$ cat src/rtl/cva5_fifo_pkg.sv
// Shared sizing helpers for the flexible FIFO and its pointer sub-module.
package cva5_fifo_pkg;

  // Pointer width: enough bits to address DEPTH entries, never less than one bit.
  function automatic int ptr_width(input int depth);
    return (depth > 1) ? $clog2(depth) : 1;
  endfunction

  // Occupancy width: must represent 0..depth inclusive.
  function automatic int count_width(input int depth);
    return $clog2(depth + 1);
  endfunction

endpackage

$ cat src/rtl/cva5_fifo_flex_if.sv
// Handshake/status bundle between a FIFO and the logic that drives it.
// master = producer/consumer side, slave = the FIFO itself.
interface cva5_fifo_flex_if #(
  parameter int DATA_WIDTH = 32,
  parameter int FIFO_DEPTH = 6
) ();

  logic                                               push;
  logic [DATA_WIDTH-1:0]                              data_in;
  logic                                               pop;
  logic                                               flush;
  logic                                               clear_err;
  logic [DATA_WIDTH-1:0]                              data_out;
  logic                                               valid;
  logic                                               full;
  logic                                               almost_full;
  logic [cva5_fifo_pkg::count_width(FIFO_DEPTH)-1:0]  count;
  logic                                               overflow_err;
  logic                                               underflow_err;

  modport master (
    output push, data_in, pop, flush, clear_err,
    input  data_out, valid, full, almost_full, count, overflow_err, underflow_err
  );

  modport slave (
    input  push, data_in, pop, flush, clear_err,
    output data_out, valid, full, almost_full, count, overflow_err, underflow_err
  );

endinterface

$ cat src/rtl/cva5_fifo_wrap_ptr.sv
// Modulo-DEPTH pointer: advances on en, wraps DEPTH-1 -> 0 explicitly,
// clr returns it to 0. With DEPTH=1 the wrap compare is always true,
// so the pointer stays at 0.
module cva5_fifo_wrap_ptr
  import cva5_fifo_pkg::*;
#(
  parameter int DEPTH = 6
) (
  input  logic                         clk,
  input  logic                         rst,
  input  logic                         en,
  input  logic                         clr,
  output logic [ptr_width(DEPTH)-1:0]  value
);

  localparam int PTR_W = ptr_width(DEPTH);

  logic [PTR_W-1:0] value_reg;
  logic [PTR_W-1:0] value_next;

  // Next pointer: clear dominates, otherwise increment with explicit wrap.
  always_comb begin
    value_next = value_reg;
    if (clr) begin
      value_next = '0;
    end else if (en) begin
      if (value_reg == PTR_W'(DEPTH - 1)) begin
        value_next = '0;
      end else begin
        value_next = value_reg + PTR_W'(1);
      end
    end
  end

  // Pointer register with asynchronous active-low reset.
  always_ff @(posedge clk or negedge rst) begin
    if (!rst) begin
      value_reg <= '0;
    end else begin
      value_reg <= value_next;
    end
  end

  assign value = value_reg;

endmodule

$ cat src/rtl/lutram_1w_1r.sv
// Distributed-RAM storage: one synchronous write port, one asynchronous read port.
// Contents are deliberately not reset.
module lutram_1w_1r #(
  parameter int WIDTH  = 32,
  parameter int DEPTH  = 8,
  parameter int ADDR_W = (DEPTH > 1) ? $clog2(DEPTH) : 1
) (
  input  logic              clk,
  input  logic [ADDR_W-1:0] waddr,
  input  logic [ADDR_W-1:0] raddr,
  input  logic              wen,
  input  logic [WIDTH-1:0]  data_in,
  output logic [WIDTH-1:0]  data_out
);

  logic [WIDTH-1:0] ram [DEPTH];

  // Write the addressed entry when enabled.
  always_ff @(posedge clk) begin
    if (wen) begin
      ram[waddr] <= data_in;
    end
  end

  // Zero-latency read so the FIFO head falls through immediately.
  assign data_out = ram[raddr];

endmodule

$ cat src/rtl/cva5_fifo_flex.sv
// First-word-fall-through FIFO of arbitrary depth with flush, occupancy
// count, programmable almost-full and sticky overflow/underflow flags.
// All status outputs decode only the count register, so nothing here is
// combinationally dependent on push or pop.
module cva5_fifo_flex #(
  parameter int DATA_WIDTH         = 32,
  parameter int FIFO_DEPTH         = 6,
  parameter int ALMOST_FULL_THRESH = FIFO_DEPTH - 1
) (
  input logic             clk,
  input logic             rst,
  cva5_fifo_flex_if.slave fifo
);

  import cva5_fifo_pkg::*;

  localparam int PTR_W = ptr_width(FIFO_DEPTH);
  localparam int CNT_W = count_width(FIFO_DEPTH);

  logic [CNT_W-1:0]      count_reg;
  logic [CNT_W-1:0]      count_next;
  logic [PTR_W-1:0]      wptr;
  logic [PTR_W-1:0]      rptr;
  logic                  ovf_reg;
  logic                  udf_reg;
  logic                  is_valid;
  logic                  is_full;
  logic                  pop_ok;
  logic                  acc_push;
  logic                  wr_en;
  logic                  rd_adv;
  logic                  ovf_event;
  logic                  udf_event;
  logic [DATA_WIDTH-1:0] rd_data;
  logic [CNT_W-1:0]      ptr_span;
  logic [CNT_W-1:0]      span_expected;

  assign is_valid = (count_reg != '0);
  assign is_full  = (count_reg == CNT_W'(FIFO_DEPTH));

  // A pop frees a slot in the same cycle, so a push at full is still
  // accepted alongside it; flush swallows both without side effects.
  assign pop_ok    = fifo.pop & is_valid;
  assign acc_push  = fifo.push & (~is_full | pop_ok);
  assign wr_en     = acc_push & ~fifo.flush;
  assign rd_adv    = pop_ok & ~fifo.flush;
  assign ovf_event = fifo.push & is_full & ~pop_ok & ~fifo.flush;
  assign udf_event = fifo.pop & ~is_valid & ~fifo.flush;

  cva5_fifo_wrap_ptr #(.DEPTH(FIFO_DEPTH)) u_wptr (
    .clk   (clk),
    .rst   (rst),
    .en    (wr_en),
    .clr   (fifo.flush),
    .value (wptr)
  );

  cva5_fifo_wrap_ptr #(.DEPTH(FIFO_DEPTH)) u_rptr (
    .clk   (clk),
    .rst   (rst),
    .en    (rd_adv),
    .clr   (fifo.flush),
    .value (rptr)
  );

  lutram_1w_1r #(.WIDTH(DATA_WIDTH), .DEPTH(FIFO_DEPTH)) u_storage (
    .clk      (clk),
    .waddr    (wptr),
    .raddr    (rptr),
    .wen      (wr_en),
    .data_in  (fifo.data_in),
    .data_out (rd_data)
  );

  // Occupancy update: flush empties, otherwise net of accepted push and pop.
  always_comb begin
    count_next = count_reg;
    if (fifo.flush) begin
      count_next = '0;
    end else begin
      count_next = count_reg + CNT_W'(acc_push) - CNT_W'(pop_ok);
    end
  end

  // Occupancy register.
  always_ff @(posedge clk or negedge rst) begin
    if (!rst) begin
      count_reg <= '0;
    end else begin
      count_reg <= count_next;
    end
  end

  // Sticky error flags: a new error event wins over a same-cycle clear.
  always_ff @(posedge clk or negedge rst) begin
    if (!rst) begin
      ovf_reg <= 1'b0;
      udf_reg <= 1'b0;
    end else begin
      if (ovf_event) begin
        ovf_reg <= 1'b1;
      end else if (fifo.clear_err) begin
        ovf_reg <= 1'b0;
      end
      if (udf_event) begin
        udf_reg <= 1'b1;
      end else if (fifo.clear_err) begin
        udf_reg <= 1'b0;
      end
    end
  end

  assign fifo.data_out      = rd_data;
  assign fifo.valid         = is_valid;
  assign fifo.full          = is_full;
  assign fifo.almost_full   = (count_reg >= CNT_W'(ALMOST_FULL_THRESH));
  assign fifo.count         = count_reg;
  assign fifo.overflow_err  = ovf_reg;
  assign fifo.underflow_err = udf_reg;

  // Pointer distance modulo depth; equals count except at empty/full,
  // where the pointers coincide.
  always_comb begin
    ptr_span = '0;
    if (wptr >= rptr) begin
      ptr_span = CNT_W'(wptr) - CNT_W'(rptr);
    end else begin
      ptr_span = CNT_W'(FIFO_DEPTH) + CNT_W'(wptr) - CNT_W'(rptr);
    end
    span_expected = is_full ? '0 : count_reg;
  end

  a_count_bound: assert property (@(posedge clk) disable iff (!rst)
    count_reg <= CNT_W'(FIFO_DEPTH));

  a_full_implies_af: assert property (@(posedge clk) disable iff (!rst)
    is_full |-> fifo.almost_full);

  a_ptr_vs_count: assert property (@(posedge clk) disable iff (!rst)
    ptr_span == span_expected);

endmodule

$ cat src/flat_wrapper.sv
// flat-port wrapper written by rule: the top's interface ports become plain ports
module cva5_fifo_flex_flat import cva5_fifo_pkg::*;
#(
  parameter int DATA_WIDTH         = 32,
  parameter int FIFO_DEPTH         = 6,
  parameter int ALMOST_FULL_THRESH = FIFO_DEPTH - 1
)
  (clk, rst, fifo_push, fifo_data_in, fifo_pop, fifo_flush, fifo_clear_err, fifo_data_out, fifo_valid, fifo_full, fifo_almost_full, fifo_count, fifo_overflow_err, fifo_underflow_err);
  cva5_fifo_flex_if #(.DATA_WIDTH(DATA_WIDTH), .FIFO_DEPTH(FIFO_DEPTH)) fifo_i ();
  input logic clk;
  input logic rst;
  input wire logic [$bits(fifo_i.push)-1:0] fifo_push;
  input wire logic [$bits(fifo_i.data_in)-1:0] fifo_data_in;
  input wire logic [$bits(fifo_i.pop)-1:0] fifo_pop;
  input wire logic [$bits(fifo_i.flush)-1:0] fifo_flush;
  input wire logic [$bits(fifo_i.clear_err)-1:0] fifo_clear_err;
  output wire logic [$bits(fifo_i.data_out)-1:0] fifo_data_out;
  output wire logic [$bits(fifo_i.valid)-1:0] fifo_valid;
  output wire logic [$bits(fifo_i.full)-1:0] fifo_full;
  output wire logic [$bits(fifo_i.almost_full)-1:0] fifo_almost_full;
  output wire logic [$bits(fifo_i.count)-1:0] fifo_count;
  output wire logic [$bits(fifo_i.overflow_err)-1:0] fifo_overflow_err;
  output wire logic [$bits(fifo_i.underflow_err)-1:0] fifo_underflow_err;
  assign fifo_i.push = fifo_push;
  assign fifo_i.data_in = fifo_data_in;
  assign fifo_i.pop = fifo_pop;
  assign fifo_i.flush = fifo_flush;
  assign fifo_i.clear_err = fifo_clear_err;
  assign fifo_data_out = fifo_i.data_out;
  assign fifo_valid = fifo_i.valid;
  assign fifo_full = fifo_i.full;
  assign fifo_almost_full = fifo_i.almost_full;
  assign fifo_count = fifo_i.count;
  assign fifo_overflow_err = fifo_i.overflow_err;
  assign fifo_underflow_err = fifo_i.underflow_err;
  cva5_fifo_flex #(.DATA_WIDTH(DATA_WIDTH), .FIFO_DEPTH(FIFO_DEPTH), .ALMOST_FULL_THRESH(ALMOST_FULL_THRESH)) u_core (.clk(clk), .rst(rst), .fifo(fifo_i));
endmodule
$ cat config.mk
export PLATFORM = sky130hd
export DESIGN_NAME = cva5_fifo_flex_flat
export DESIGN_NICKNAME = d
export VERILOG_FILES = /design/src/rtl/cva5_fifo_pkg.sv /design/src/rtl/cva5_fifo_flex_if.sv /design/src/rtl/cva5_fifo_wrap_ptr.sv /design/src/rtl/lutram_1w_1r.sv /design/src/rtl/cva5_fifo_flex.sv /design/src/flat_wrapper.sv
export SDC_FILE = /design/constraint.sdc
export NUM_CORES = 1
export LEC_CHECK = 0
export CAP_MARGIN = 15
export CORE_ASPECT_RATIO = 0.9
export CORE_MARGIN = 2
export CORE_UTILIZATION = 51
export DETAILED_ROUTE_END_ITERATION = 10
export PLACE_DENSITY = 0.75
export SLEW_MARGIN = 20
export SYNTH_ARGS = -nofsm -noshare
export SYNTH_HDL_FRONTEND = slang
export SYNTH_SLANG_ARGS = --single-unit
$ cat constraint.sdc
create_clock -name clk -period 3.39 [get_ports clk]
set_input_delay 0.8475 -clock clk [delete_from_list [all_inputs] [get_ports clk]]
set_output_delay 0.8475 -clock clk [all_outputs]
set_load 0.05 [all_outputs]
; ---- Word-level counts from Yosys, hierarchy flattened
; Memory sizes are Yosys's and may differ from the RTL's.
; Index checks and enable logic that the tools add are counted.
[classes]
addsub = 4
magnitude_cmp = 1
eq_ne = 3
muxes = 12
bitwise_logic = 14
n_reduce_logical = 5
[ops]
columns = cell, count
row1 = $mux 3, 7
row2 = $and 1x1->1, 9
row3 = $eq 3x3->1 const B, 3
row4 = $reduce_bool 2->1, 4
row5 = $add 3x1->3 const B, 2
row6 = $mux 1, 5
row7 = $not 1->1, 4
row8 = $add 3x1->3, 1
row9 = $ge 3x3->1 const B, 1
row10 = $reduce_bool 3->1, 1
row11 = $sub 3x1->3, 1
row12 = $or 1x1->1, 1
[word_totals]
ff_bits = 11
mem_bits_rw = 192
in_bits = 38
output_inout_bits = 40
wordCells = 45
n_memories = 1
[memory_table]
columns = name, depth, word_bits, read_ports, rd_clocked_by_memory_dff, write_ports, line_no
row1 = u_core.u_storage.ram, 6, 32, 1, 0, 1, lutram_1w_1r.sv:16  ; logic [WIDTH-1:0] ram [DEPTH];

; ---- Longest topological paths before layout
; Gate-level depths: netlist (run 1).
[logic_depth]
ltp_word = 7
ltp_mapped = 8
ltp_nobuf = 8

; ---- Cells and area by module
; A second synthesis (run 1) with hierarchy kept.
[unflattened]
cells_unflattened = 441
area_unflattened_um2 = 8027.7
[modules_own_cells]
columns = module, instances, cells_each, area_per_inst_um2, seq_area_each_um2
row1 = lutram_1w_1r, 1, 386, 7418.4, 5765.5
row2 = cva5_fifo_flex, 1, 33, 334.1, 125.1
row3 = cva5_fifo_wrap_ptr, 2, 11, 137.6, 75.1

; ---- Worst setup path after synthesis (run 1)
; OpenSTA, ideal clock, no wires.
[synth_path]
path_kind = in2reg
from = input fifo_flush
to = memory u_core.u_storage.ram[0][0], enable pin
setup_ns = 0.461
t_arrival_ns = 3.484
required_time_ns = 2.929
setup_slack_ns = -0.555
cell_stages = 4
n_path_buf = 1
path_cell_list = clkbuf_1 -> nor2_1 -> nand3_1 -> nor3_1
[synth_between]
elab_chain_cells = 4
[synth_lines]
columns = element, line_no
row1 = start: declaration, flat_wrapper.sv:15  ; input wire logic [$bits(fifo_i.flush)-1:0] fifo_flush;
row2 = $not 1->1, cva5_fifo_flex.sv:45  ; assign wr_en = acc_push & ~fifo.flush;
row3 = $and 1x1->1, cva5_fifo_flex.sv:45
row4 = $mux 1, lutram_1w_1r.sv:20  ; if (wen) begin
row5 = $mux 1 (implied by the code), lutram_1w_1r.sv:21  ; ram[waddr] <= data_in;
row6 = end: declaration, lutram_1w_1r.sv:16
; Every way passes these cells.

; ---- Worst setup path in the final report (run 1)
[layout_path]
from = register u_core.u_rptr.value_reg[0] (netlist: u_core.u_rptr.value[0])
to = output fifo_data_out[16]
[layout_between]
elab_chain_cells = 1
[layout_lines]
columns = element, line_no
row1 = start: declaration, cva5_fifo_wrap_ptr.sv:18  ; logic [PTR_W-1:0] value_reg;
row2 = start signal: assignment, cva5_fifo_wrap_ptr.sv:40  ; value_reg <= value_next;
row3 = $mem_v2 6x32, n/a
row4 = end: declaration, flat_wrapper.sv:17  ; output wire logic [$bits(fifo_i.data_out)-1:0] fifo_data_out;
; Every way passes these cells.

==> summary.md, run 1 <==
| Metric | Value |
|---|---|
| # IOs | `78` |
| RSZ-0062 raised after global routing | `no` |
| # hold bufs at CTS | `0` |
| TritonCTS clock tree | `yes` |
| First-pass GRT wire length | `22.3 mm` |
| Wirelength, routed | `14.1 mm` |
| Clk buf depth | `3` |
| Chip width | `136 um` |
| Initial Util | `52.1%` |
| Hold Violations, Final | `0` |
| Hold Crit Class | `reg2reg` |
| Number of synthesized flops with an enable pin | `192` |
| Net Count, Synth | `483` |
| Async SR Flop Fraction | `5.42%` |
| R2r setup slk | `1.28 ns` |
| Global route overflow | `0` |
| Final setup vio count | `0` |
| PortBufs | `77` |
| Synth warnings | `0` |
| Gate Count Post-Synth | `441` |
| Layout cells sized above 1 | `15.8%` |
| Initial antenna violation count | `0` |
| Synthesized area per cell | `18.2 sq um` |
| Max-slew violations | `0` |
| FF+latch count, synth | `203` |
| CP Data Required Time | `2.54 ns` |
| P_sw | `2220 uW` |
| Rel. slew slack | `65.4%` |
| TNS Setup | `0 ns` |
| Pre-CTS worst setup slack | `0.481 ns` |
| CTS sink cnt | `203` |
| Power Density | `727 mW/mm^2` |
| Antenna fix cells | `0` |
| GRT Total Usage | `17.6%` |
| Clock period minus worst slack | `3.16 ns` |
| CP Capture Type | `output pin` |
| R2R Path End | `u_core.fifo.count[2]` |
| Post-cts sizing count | `0` |
| Clock Latency Late Sink | `0.48 ns` |
| DR WL/cell | `18.8 um` |
| Peak supply drop | `500 uV` |
| Height of the die | `123 um` |
| RR Startpoint | `u_core.fifo.count[1]` |
| Syn Std Cell Area | `0.00801 sq mm` |
| Area contributors post-synth | `edfxtp_1 (72%), mux2i_1 (12%), a22o_1 (3.5%), dfrtp_1 (3.4%), a21oi_1 (2.0%)` |
| Nets | `575` |
| Post-synthesis sequential area ratio | `75.4%` |
| Most flops, register | `u_core.u_storage.ram` |
| TritonCTS Buffers | `20` |
| Startpoint Class | `flop` |
| Root buf cell | `clkbuf_16` |
| CTS clk-pin slew, worst paths | `0.06 ns` |
| FF-to-FF path depth | `8` |
| # DRC | `0` |
| Crit path max fanout | `30` |
| DRT Pass-1 Iters | `4` |
| Setup ws final | `0.230 ns` |
| Cell row count | `43` |
| Leakage | `0.00326 uW` |
| Vias in the first global route | `4175` |
| Cell-internal power | `4750 uW` |
| DRT antenna net count | `0` |
| Sw Share | `31.9%` |
| Sequential share of power | `42.1%` |
| Final Cycle Share | `93.2%` |
| Worst-Margin Slew | `0.518 ns` |
| Max-Cap Viols | `0` |
| Post-synth cell types | `37` |
| Yosys top cell area share | `71.9%` |
| DR iter-0 viols | `302` |
| Largest net degree at the start of global routing | `37` |
| Critical path class | `reg2out` |
| Mean number of vias per cell | `5.42` |
| Hold path startpoint | `u_core.fifo.overflow_err` |
| H-tree depth | `1` |
| Worst-case clock skew | `0.00891 ns` |
| Critical Path AT | `2.31 ns` |
| Power Total | `6980 uW` |
| F_max | `316 MHz` |
| Status | `complete, no violations` |
| Clock power frac | `28.3%` |
| Core area | `0.0154 sq mm` |
| Top FF cell, synth | `edfxtp_1` |
| Vias | `4053` |
| Largest area contributor in the netlist | `edfxtp_1` |
| Area Growth Syn to Fin | `19.9%` |
| Hold path depth | `2` |
| Power share of the combinational group | `29.5%` |
| Hpwl dp | `8.41 mm` |
| Post-CTS Setup Bufs | `0` |
| Die area | `0.0167 sq mm` |
| Routability cong. | `0.757` |
| Critical path launch point | `u_core.u_rptr.value[0]` |
| Number of flip-flops in the largest register | `192` |
| Worst Hold Path EP | `u_core.fifo.overflow_err` |
cells in the mapped netlist, types with 2 or more instances:
cell type and count:
a21oi_1 32, a21oi_2 2, a22o_1 32, a311o_1 2, buf_12 3, buf_2 7, buf_6 7, clkbuf_1 4
dfrtp_1 11, edfxtp_1 192, ha_1 3, inv_1 9, mux2i_1 96, nand2_1 4, nand3_1 3, nor2_1 7
nor2b_1 2, nor3_1 4, o31ai_1 2, xnor2_1 2
stage by stage:
| stage | instances | hold WS [ns] | cell area, sq um | utilization (%) |
|---|---|---|---|---|
| 3_3_place_gp | 713 | 0.528 | 9020 | 58.6 |
| 4_1_cts | 748 | 0.536 | 9610 | 62.4 |
| 6_report | 748 | 0.540 | 9610 | 62.4 |
| 3_5_place_dp | 713 | 0.527 | 9020 | 58.6 |
| 2_1_floorplan | 441 | 0.498 | 8020 | - |
| 5_1_grt | 748 | 0.569 | 9610 | 62.4 |
worst max path at each step:
| stage | to | slack, ns |
|---|---|---|
| after global placement | u_core.u_storage.ram[5][19] | 0.58 |
| after global routing | fifo_data_out[16] | 0.11 |
| final | fifo_data_out[16] | 0.23 |
| after floorplan | u_core.u_storage.ram[0][0] | -0.55 |
| after CTS | fifo_data_out[16] | 0.19 |
| after detailed placement | u_core.u_storage.ram[5][19] | 0.48 |
worst max-delay path: stages, from the launching register on:
cell and delay, ns:
dfrtp_4 0.70, buf_12 0.30, mux2i_1 0.11, a22o_1 0.23, a21oi_1 0.29, buf_12 0.19
placed cells by master, fill, tap and decap left out, types with 2 or more instances in the layout:
cell / n
nor3_4: 2
nor3_2: 2
ha_1: 3
nor2_4: 3
o31ai_1: 2
mux2i_1: 96
xnor2_1: 2
nand3_1: 3
a21oi_2: 2
clkinv_1: 6
a21oi_1: 32
clkdlybuf4s50_1: 45
clkbuf_1: 6
buf_4: 42
nand2_1: 4
edfxtp_1: 192
dfrtp_1: 9
inv_1: 9
nor2_1: 5
clkbuf_16: 21
a311o_1: 2
buf_12: 7
a22o_1: 32
area by class of cell:
cell class | count | area [sq um]
sequential | 203 | 6050
fill | 1117 | 5780
multi-input combinational | 205 | 1780
timing repair buffer | 94 | 906
clock buffer | 27 | 548
tap | 202 | 253
clock inverter | 8 | 35.0
inverter | 9 | 33.8
power by group through the flow:
stage               Sequential, uW  Combinational (uW)  Clock (uW)
finish                        2940                2060        1980
global route                  2950                2200        2120
CTS                           2940                2080        2010
detailed placement            2990                2070           0
global placement              2990                2050           0
floorplan                     2990                1580           0
kinds of logic after synthesis:
| kind of cell | after synthesis | share of synthesized area, % |
|---|---|---|
| xor gates and xnor gates | 2 | 0.219 |
| and+or+nand+nor | 27 | 1.86 |
| AOI/OAI and AO/OA | 76 | 6.73 |
| adders and majority gates | 4 | 0.718 |
| muxes | 96 | 12.0 |
| DFF | 203 | 75.4 |
| buffers and inverters | 33 | 3.11 |
per-layer routing:
metal	GRT usage, %	vias to the layer above	share of wire (%)
met5	0	-	0
li1	-	1930	-
met1	24.1	2019	45
met3	3.16	23	4.2
met4	4.62	0	2.0
met2	29.5	81	49
Power figures use the tool's default switching activity.
==> run 2, diff against run 1 <==
Settings changed: RECOVER_POWER from default to 50.
==> summary.md, run 2 (same netlist as run 1, synthesis figures left out) <==
| Metric | Value |
|---|---|
| Status | `complete, no violations (unchanged)` |
| Nets | `575 (unchanged)` |
| Crit path max fanout | `30 (unchanged)` |
| Hold Violations, Final | `0 (unchanged)` |
| First-pass GRT wire length | `22.3 mm (unchanged)` |
| Antenna fix cells | `0 (unchanged)` |
| Post-route design area | `0.00959 sq mm (was 0.00961 sq mm)` |
| Hold WS | `0.539 ns (was 0.540 ns)` |
| F_max | `316 MHz (about the same)` |
| Crit-path max cell delay | `0.70 ns (about the same)` |
| Worst-Margin Slew | `1.01 ns (was 0.518 ns)` |
| DRT antenna net count | `0 (unchanged)` |
| Startpoint Class | `flop (unchanged)` |
| Layout cells sized above 1 | `15.2% (was 15.8%)` |
| Initial Util | `52.1% (unchanged)` |
| Setup ws final | `0.228 ns (was 0.230 ns)` |
| WP buf/inv | `2 (unchanged)` |
| # DRC | `0 (unchanged)` |
| DRT Pass-1 Iters | `4 (unchanged)` |
| Critical path's slowest cell | `dfrtp_4 (unchanged)` |
| Cell row count | `43 (unchanged)` |
| Largest net degree at the start of global routing | `37 (unchanged)` |
| Global route overflow | `0 (unchanged)` |
| Routability cong. | `0.757 (unchanged)` |
| Chip width | `136 um (unchanged)` |
| Number of flip-flops in the largest register | `192 (unchanged)` |
| CP top delay family | `flip-flops (unchanged)` |
| Multi-input logic area | `0.00178 sq mm (about the same)` |
| Most common cell after layout, fill and taps aside | `edfxtp_1 (unchanged)` |
| Worst-case clock skew | `0.00948 ns (was 0.00891 ns)` |
| Root buf cell | `clkbuf_16 (unchanged)` |
| Wirelength, routed | `14.1 mm (about the same)` |
| PortBufs | `77 (unchanged)` |
| CTS clk-pin slew, worst paths | `0.06 ns (about the same)` |
| Vias | `4103 (was 4053)` |
| Post-CTS Setup Bufs | `0 (unchanged)` |
| Post-cts sizing count | `0 (unchanged)` |
| Most flops, register | `u_core.u_storage.ram (unchanged)` |
| Dpl cell area | `0.00902 sq mm (unchanged)` |
| Core area | `0.0154 sq mm (unchanged)` |
| Max-Cap Viols | `0 (unchanged)` |
| Final Cycle Share | `93.3% (was 93.2%)` |
| Peak supply drop | `498 uV (was 500 uV)` |
| Most Frequent Cell on Critical Path | `buf_12 (unchanged)` |
| # hold bufs at CTS | `0 (unchanged)` |
| Clock period minus worst slack | `3.16 ns (about the same)` |
| Hold Crit Class | `reg2reg (unchanged)` |
| TritonCTS Buffers | `20 (unchanged)` |
| Critical Path AT | `2.31 ns (about the same)` |
| Critical path class | `reg2out (unchanged)` |
| Initial antenna violation count | `0 (unchanged)` |
| Max-slew violations | `0 (unchanged)` |
| DR WL/cell | `18.9 um (was 18.8 um)` |
| Power Density | `726 mW/mm^2 (was 727 mW/mm^2)` |
| Area Growth Syn to Fin | `19.7% (was 19.9%)` |
| CTS sink cnt | `203 (unchanged)` |
| GRT Total Usage | `17.6% (unchanged)` |
| Clock Latency Late Sink | `0.48 ns (about the same)` |
| Height of the die | `123 um (unchanged)` |
| Pre-CTS worst setup slack | `0.481 ns (unchanged)` |
| DR iter-0 viols | `309 (was 302)` |
| Cells along the critical path | `buf_12 -> mux2i_1 -> a22o_1 -> a21oi_1 -> buf_12 (unchanged)` |
| Leakage | `0.00326 uW (about the same)` |
| Die area | `0.0167 sq mm (unchanged)` |
| RSZ-0062 raised after global routing | `no (unchanged)` |
| # IOs | `78 (unchanged)` |
| Clk buf depth | `3 (unchanged)` |
| CP Data Required Time | `2.54 ns (about the same)` |
| Rel. slew slack | `32.9% (was 65.4%)` |
| Final setup vio count | `0 (unchanged)` |
| CP Capture Type | `output pin (unchanged)` |
| FF/Latch Area | `0.00605 sq mm (unchanged)` |
| Power Total | `6970 uW (was 6980 uW)` |
| Highest-count cells in the layout ignoring fill and taps | `edfxtp_1 (192), mux2i_1 (96), buf_4 (40) (was edfxtp_1 (192), mux2i_1 (96), clkdlybuf4s50_1 (45))` |
| Filler cells | `1117 (unchanged)` |
| Hpwl dp | `8.41 mm (unchanged)` |
| Mean number of vias per cell | `5.49 (was 5.42)` |
| TritonCTS clock tree | `yes (unchanged)` |
| Vias in the first global route | `4175 (unchanged)` |
| H-tree depth | `1 (unchanged)` |
run 2: path summary, 6_finish.rpt:
kind / from / end / slack (ns) / depth (start not counted)
max in group asynchronous: rst / u_core.u_rptr.value[0] / 2.22 / 1
min in group asynchronous: rst / u_core.fifo.overflow_err / 0.77 / 1
worst min-delay path: u_core.fifo.overflow_err / u_core.fifo.overflow_err / 0.54 / 2
worst max register to register: u_core.fifo.count[0] / u_core.u_storage.ram[4][15] / 1.04 / 4
worst min register to register: u_core.fifo.overflow_err / u_core.fifo.overflow_err / 0.54 / 2
worst max-delay path: u_core.u_rptr.value[0] / fifo_data_out[16] / 0.23 / 5
run 2: layout make-up:
class / count / share of cell area [%]
Sequential cell: 203 / 63.0
Multi-Input combinational cell: 205 / 18.5
Timing Repair Buffer: 94 / 9.36
Clock buffer: 27 / 5.71
Tap cell: 202 / 2.63
Clock inverter: 8 / 0.365
Inverter: 9 / 0.352
run 2: tightest hold or removal path, stage by stage (launching register included):
cell     delay [ns]
dfrtp_1        0.37
inv_1          0.05
o22ai_1        0.07
run 2: report_power, final:
group          total, uW  internal, uW  switching, uW
combinational       2050           790           1260
clock               1980          1130            848
sequential          2940          2830            113
total               6970          4740           2220
run 2: routing by layer:
layer	up-vias	track usage, %	wire length, um
met1	2056	24.1	6280
met2	93	29.5	6970
met5	-	0	0
met4	0	4.62	276
met3	23	3.16	617
li1	1931	-	-
run 2: through the flow:
stage,cells,TNS (ns),utilization (%)
after global placement,713,0,58.6
after detailed placement,713,0,58.6
final,748,0,62.3
after floorplan,441,-35.49,-
after global routing,748,0,62.3
after CTS,748,0,62.4
==> run 3, diff against run 2 <==
==> constraint.sdc (replaced) <==
create_clock -name clk -period 3.39 [get_ports clk]
set_input_delay 0.8475 -clock clk [delete_from_list [all_inputs] [get_ports clk]]
set_output_delay 0.8475 -clock clk [all_outputs]
set_load 0.1 [all_outputs]
==> summary.md, run 3 (same netlist as run 1, synthesis figures left out) <==
| Metric | Value |
|---|---|
| Hpwl dp | `8.89 mm (was 8.41 mm)` |
| WL met1 | `6.35 mm (was 6.28 mm)` |
| Number of flip-flops in the largest register | `192 (unchanged)` |
| FF-to-FF path depth | `4 (unchanged)` |
| Hold WS | `0.553 ns (was 0.539 ns)` |
| Mean number of vias per cell | `5.61 (was 5.49)` |
| Clock period minus worst slack | `3.20 ns (was 3.16 ns)` |
| # hold bufs at CTS | `0 (unchanged)` |
| # IOs | `78 (unchanged)` |
| WL met3 | `750 um (was 617 um)` |
| Final Cycle Share | `94.3% (was 93.3%)` |
| Power Density | `840 mW/mm^2 (was 726 mW/mm^2)` |
| Vias in the first global route | `4296 (was 4175)` |
| CTS clk-pin slew, worst paths | `0.06 ns (about the same)` |
| Most common cell after layout, fill and taps aside | `edfxtp_1 (unchanged)` |
| Max-Cap Viols | `0 (unchanged)` |
| Root buf cell | `clkbuf_16 (unchanged)` |
| # DRC | `0 (unchanged)` |
| Top Metal Used | `met4 (unchanged)` |
| TritonCTS clock tree | `yes (unchanged)` |
| First-pass GRT wire length | `23.0 mm (was 22.3 mm)` |
| Initial Util | `52.1% (unchanged)` |
| TNS Setup | `0 ns (unchanged)` |
| Filler cells | `1055 (was 1117)` |
| Nets | `577 (was 575)` |
| Startpoint Class | `flop (unchanged)` |
| Peak supply drop | `591 uV (was 498 uV)` |
| WP buf/inv | `2 (unchanged)` |
| Clock Latency Late Sink | `0.48 ns (about the same)` |
| DRT Pass-1 Iters | `4 (unchanged)` |
| Chip width | `136 um (unchanged)` |
| Hold Violations, Final | `0 (unchanged)` |
| Largest net degree at the start of global routing | `34 (was 37)` |
| Most flops, register | `u_core.u_storage.ram (unchanged)` |
| Status | `complete, no violations (unchanged)` |
| Clk buf depth | `3 (unchanged)` |
| Critical path's slowest cell | `dfrtp_4 (unchanged)` |
| Cell row count | `43 (unchanged)` |
| Crit-path max cell delay | `0.69 ns (was 0.70 ns)` |
| Routability cong. | `0.735 (was 0.757)` |
| CTS sink cnt | `203 (unchanged)` |
| Hold path depth | `2 (unchanged)` |
| Fin util | `65.4% (was 62.3%)` |
| Met2 WL | `7.33 mm (was 6.97 mm)` |
| Cells along the critical path | `buf_12 -> mux2i_1 -> a22o_1 -> a21oi_1 -> buf_12 (unchanged)` |
| CP top delay family | `flip-flops (unchanged)` |
| Worst path depth | `5 (unchanged)` |
| Initial antenna violation count | `1 (was 0)` |
| Leakage | `0.00347 uW (was 0.00326 uW)` |
| GRT Total Usage | `18.0% (was 17.6%)` |
| Rel. slew slack | `22.2% (was 32.9%)` |
| Vias | `4221 (was 4103)` |
| Crit path max fanout | `26 (was 30)` |
| Critical Path AT | `2.35 ns (was 2.31 ns)` |
| Critical path class | `reg2out (unchanged)` |
| Post-CTS Setup Bufs | `0 (unchanged)` |
| CP Data Required Time | `2.54 ns (about the same)` |
| RSZ-0062 raised after global routing | `no (unchanged)` |
| DRT antenna net count | `0 (unchanged)` |
| Worst-Margin Slew | `1.17 ns (was 1.01 ns)` |
| Highest-count cells in the layout ignoring fill and taps | `edfxtp_1 (192), mux2i_1 (96), dlygate4sd3_1 (35), buf_12 (35) (was edfxtp_1 (192), mux2i_1 (96), buf_4 (40))` |
| Most Frequent Cell on Critical Path | `buf_12 (unchanged)` |
| Layout cells sized above 1 | `17.7% (was 15.2%)` |
| Dpl cell area | `0.00937 sq mm (was 0.00902 sq mm)` |
| PortBufs | `77 (unchanged)` |
| F_max | `313 MHz (was 316 MHz)` |
| Final setup vio count | `0 (unchanged)` |
| Core area | `0.0154 sq mm (unchanged)` |
| H-tree depth | `1 (unchanged)` |
| Post-route design area | `0.0101 sq mm (was 0.00959 sq mm)` |
| Wirelength, routed | `14.6 mm (was 14.1 mm)` |
| Post-cts sizing count | `0 (unchanged)` |
| Area Growth Syn to Fin | `25.6% (was 19.7%)` |
| TritonCTS Buffers | `20 (unchanged)` |
| Global route overflow | `0 (unchanged)` |
| Die area | `0.0167 sq mm (unchanged)` |
| Height of the die | `123 um (unchanged)` |
| CP Capture Type | `output pin (unchanged)` |
| DR iter-0 viols | `316 (was 309)` |
| Hold Crit Class | `reg2reg (unchanged)` |
| DR WL/cell | `19.5 um (was 18.9 um)` |
| Max-slew violations | `0 (unchanged)` |
| Worst-case clock skew | `0.00417 ns (was 0.00948 ns)` |
run 3: cell types whose count changed in the layout (fill, tap and decap cells not counted):
cell             before  now
o21ai_1               0    1
nor2_1                5    6
nor2_4                3    2
clkinvlp_4            1    3
clkdlybuf4s50_1      10    2
clkbuf_1              8    6
buf_4                40   18
clkinv_1              6    4
o21ai_0               1    0
clkinv_2              1    3
diode_2               0    1
bufinv_16             0    5
buf_12                7   35
run 3: per-layer routing:
metal | up-vias | GRT usage (%)
met5 | - | 0
met4 | 0 | 4.17
met1 | 2146 | 24.2
met2 | 114 | 31.0
met3 | 20 | 3.36
li1 | 1941 | -
run 3: per-stage QoR:
| stage | total power [uW] | setup WS (ns) | std cells |
|---|---|---|---|
| global route | 8740 | 0.0893 | 752 |
| finish | 8450 | 0.194 | 752 |
| detailed placement | 6150 | 0.435 | 715 |
| CTS | 8550 | 0.187 | 751 |
| floorplan | 5240 | -0.811 | 441 |
| global placement | 6120 | 0.579 | 715 |
run 3: area by class of cell:
type                    instances  area, sq um  area share (%)
multi-input cells             205         1770            17.6
inverters                       9         33.8           0.336
well taps                     202          253            2.51
flip-flops and latches        203         6050            60.1
repair buffers                 96         1230            12.2
clock inverters                15          203            2.01
diodes                          1         2.50          0.0249
clock buffers                  21          526            5.22
run 3: worst reg2reg max path, stage by stage, from the launching register on:
cell	delay, ns
dfrtp_1	0.48
nand4bb_1	0.27
nand3_1	0.29
nor2_1	0.25
clkbuf_1	0.55
run 3: worst paths after layout:
check	from	end	slack [ns]
setup reg to reg	u_core.fifo.count[0]	u_core.u_storage.ram[4][22]	1.18
setup / recovery	u_core.u_rptr.value[0]	fifo_data_out[21]	0.19
min in group asynchronous	rst	u_core.fifo.count[2]	0.77
hold / removal	u_core.fifo.overflow_err	u_core.fifo.overflow_err	0.55
max in group asynchronous	rst	u_core.u_rptr.value[0]	2.24
hold reg to reg	u_core.fifo.overflow_err	u_core.fifo.overflow_err	0.55
run 3: where the power goes:
group | switching (uW) | total, uW | leakage, uW | internal (uW)
registers | 110 | 2940 | 0.00188 | 2830
logic | 2020 | 3130 | 0.00124 | 1110
clock network | 884 | 2390 | 0.000348 | 1510
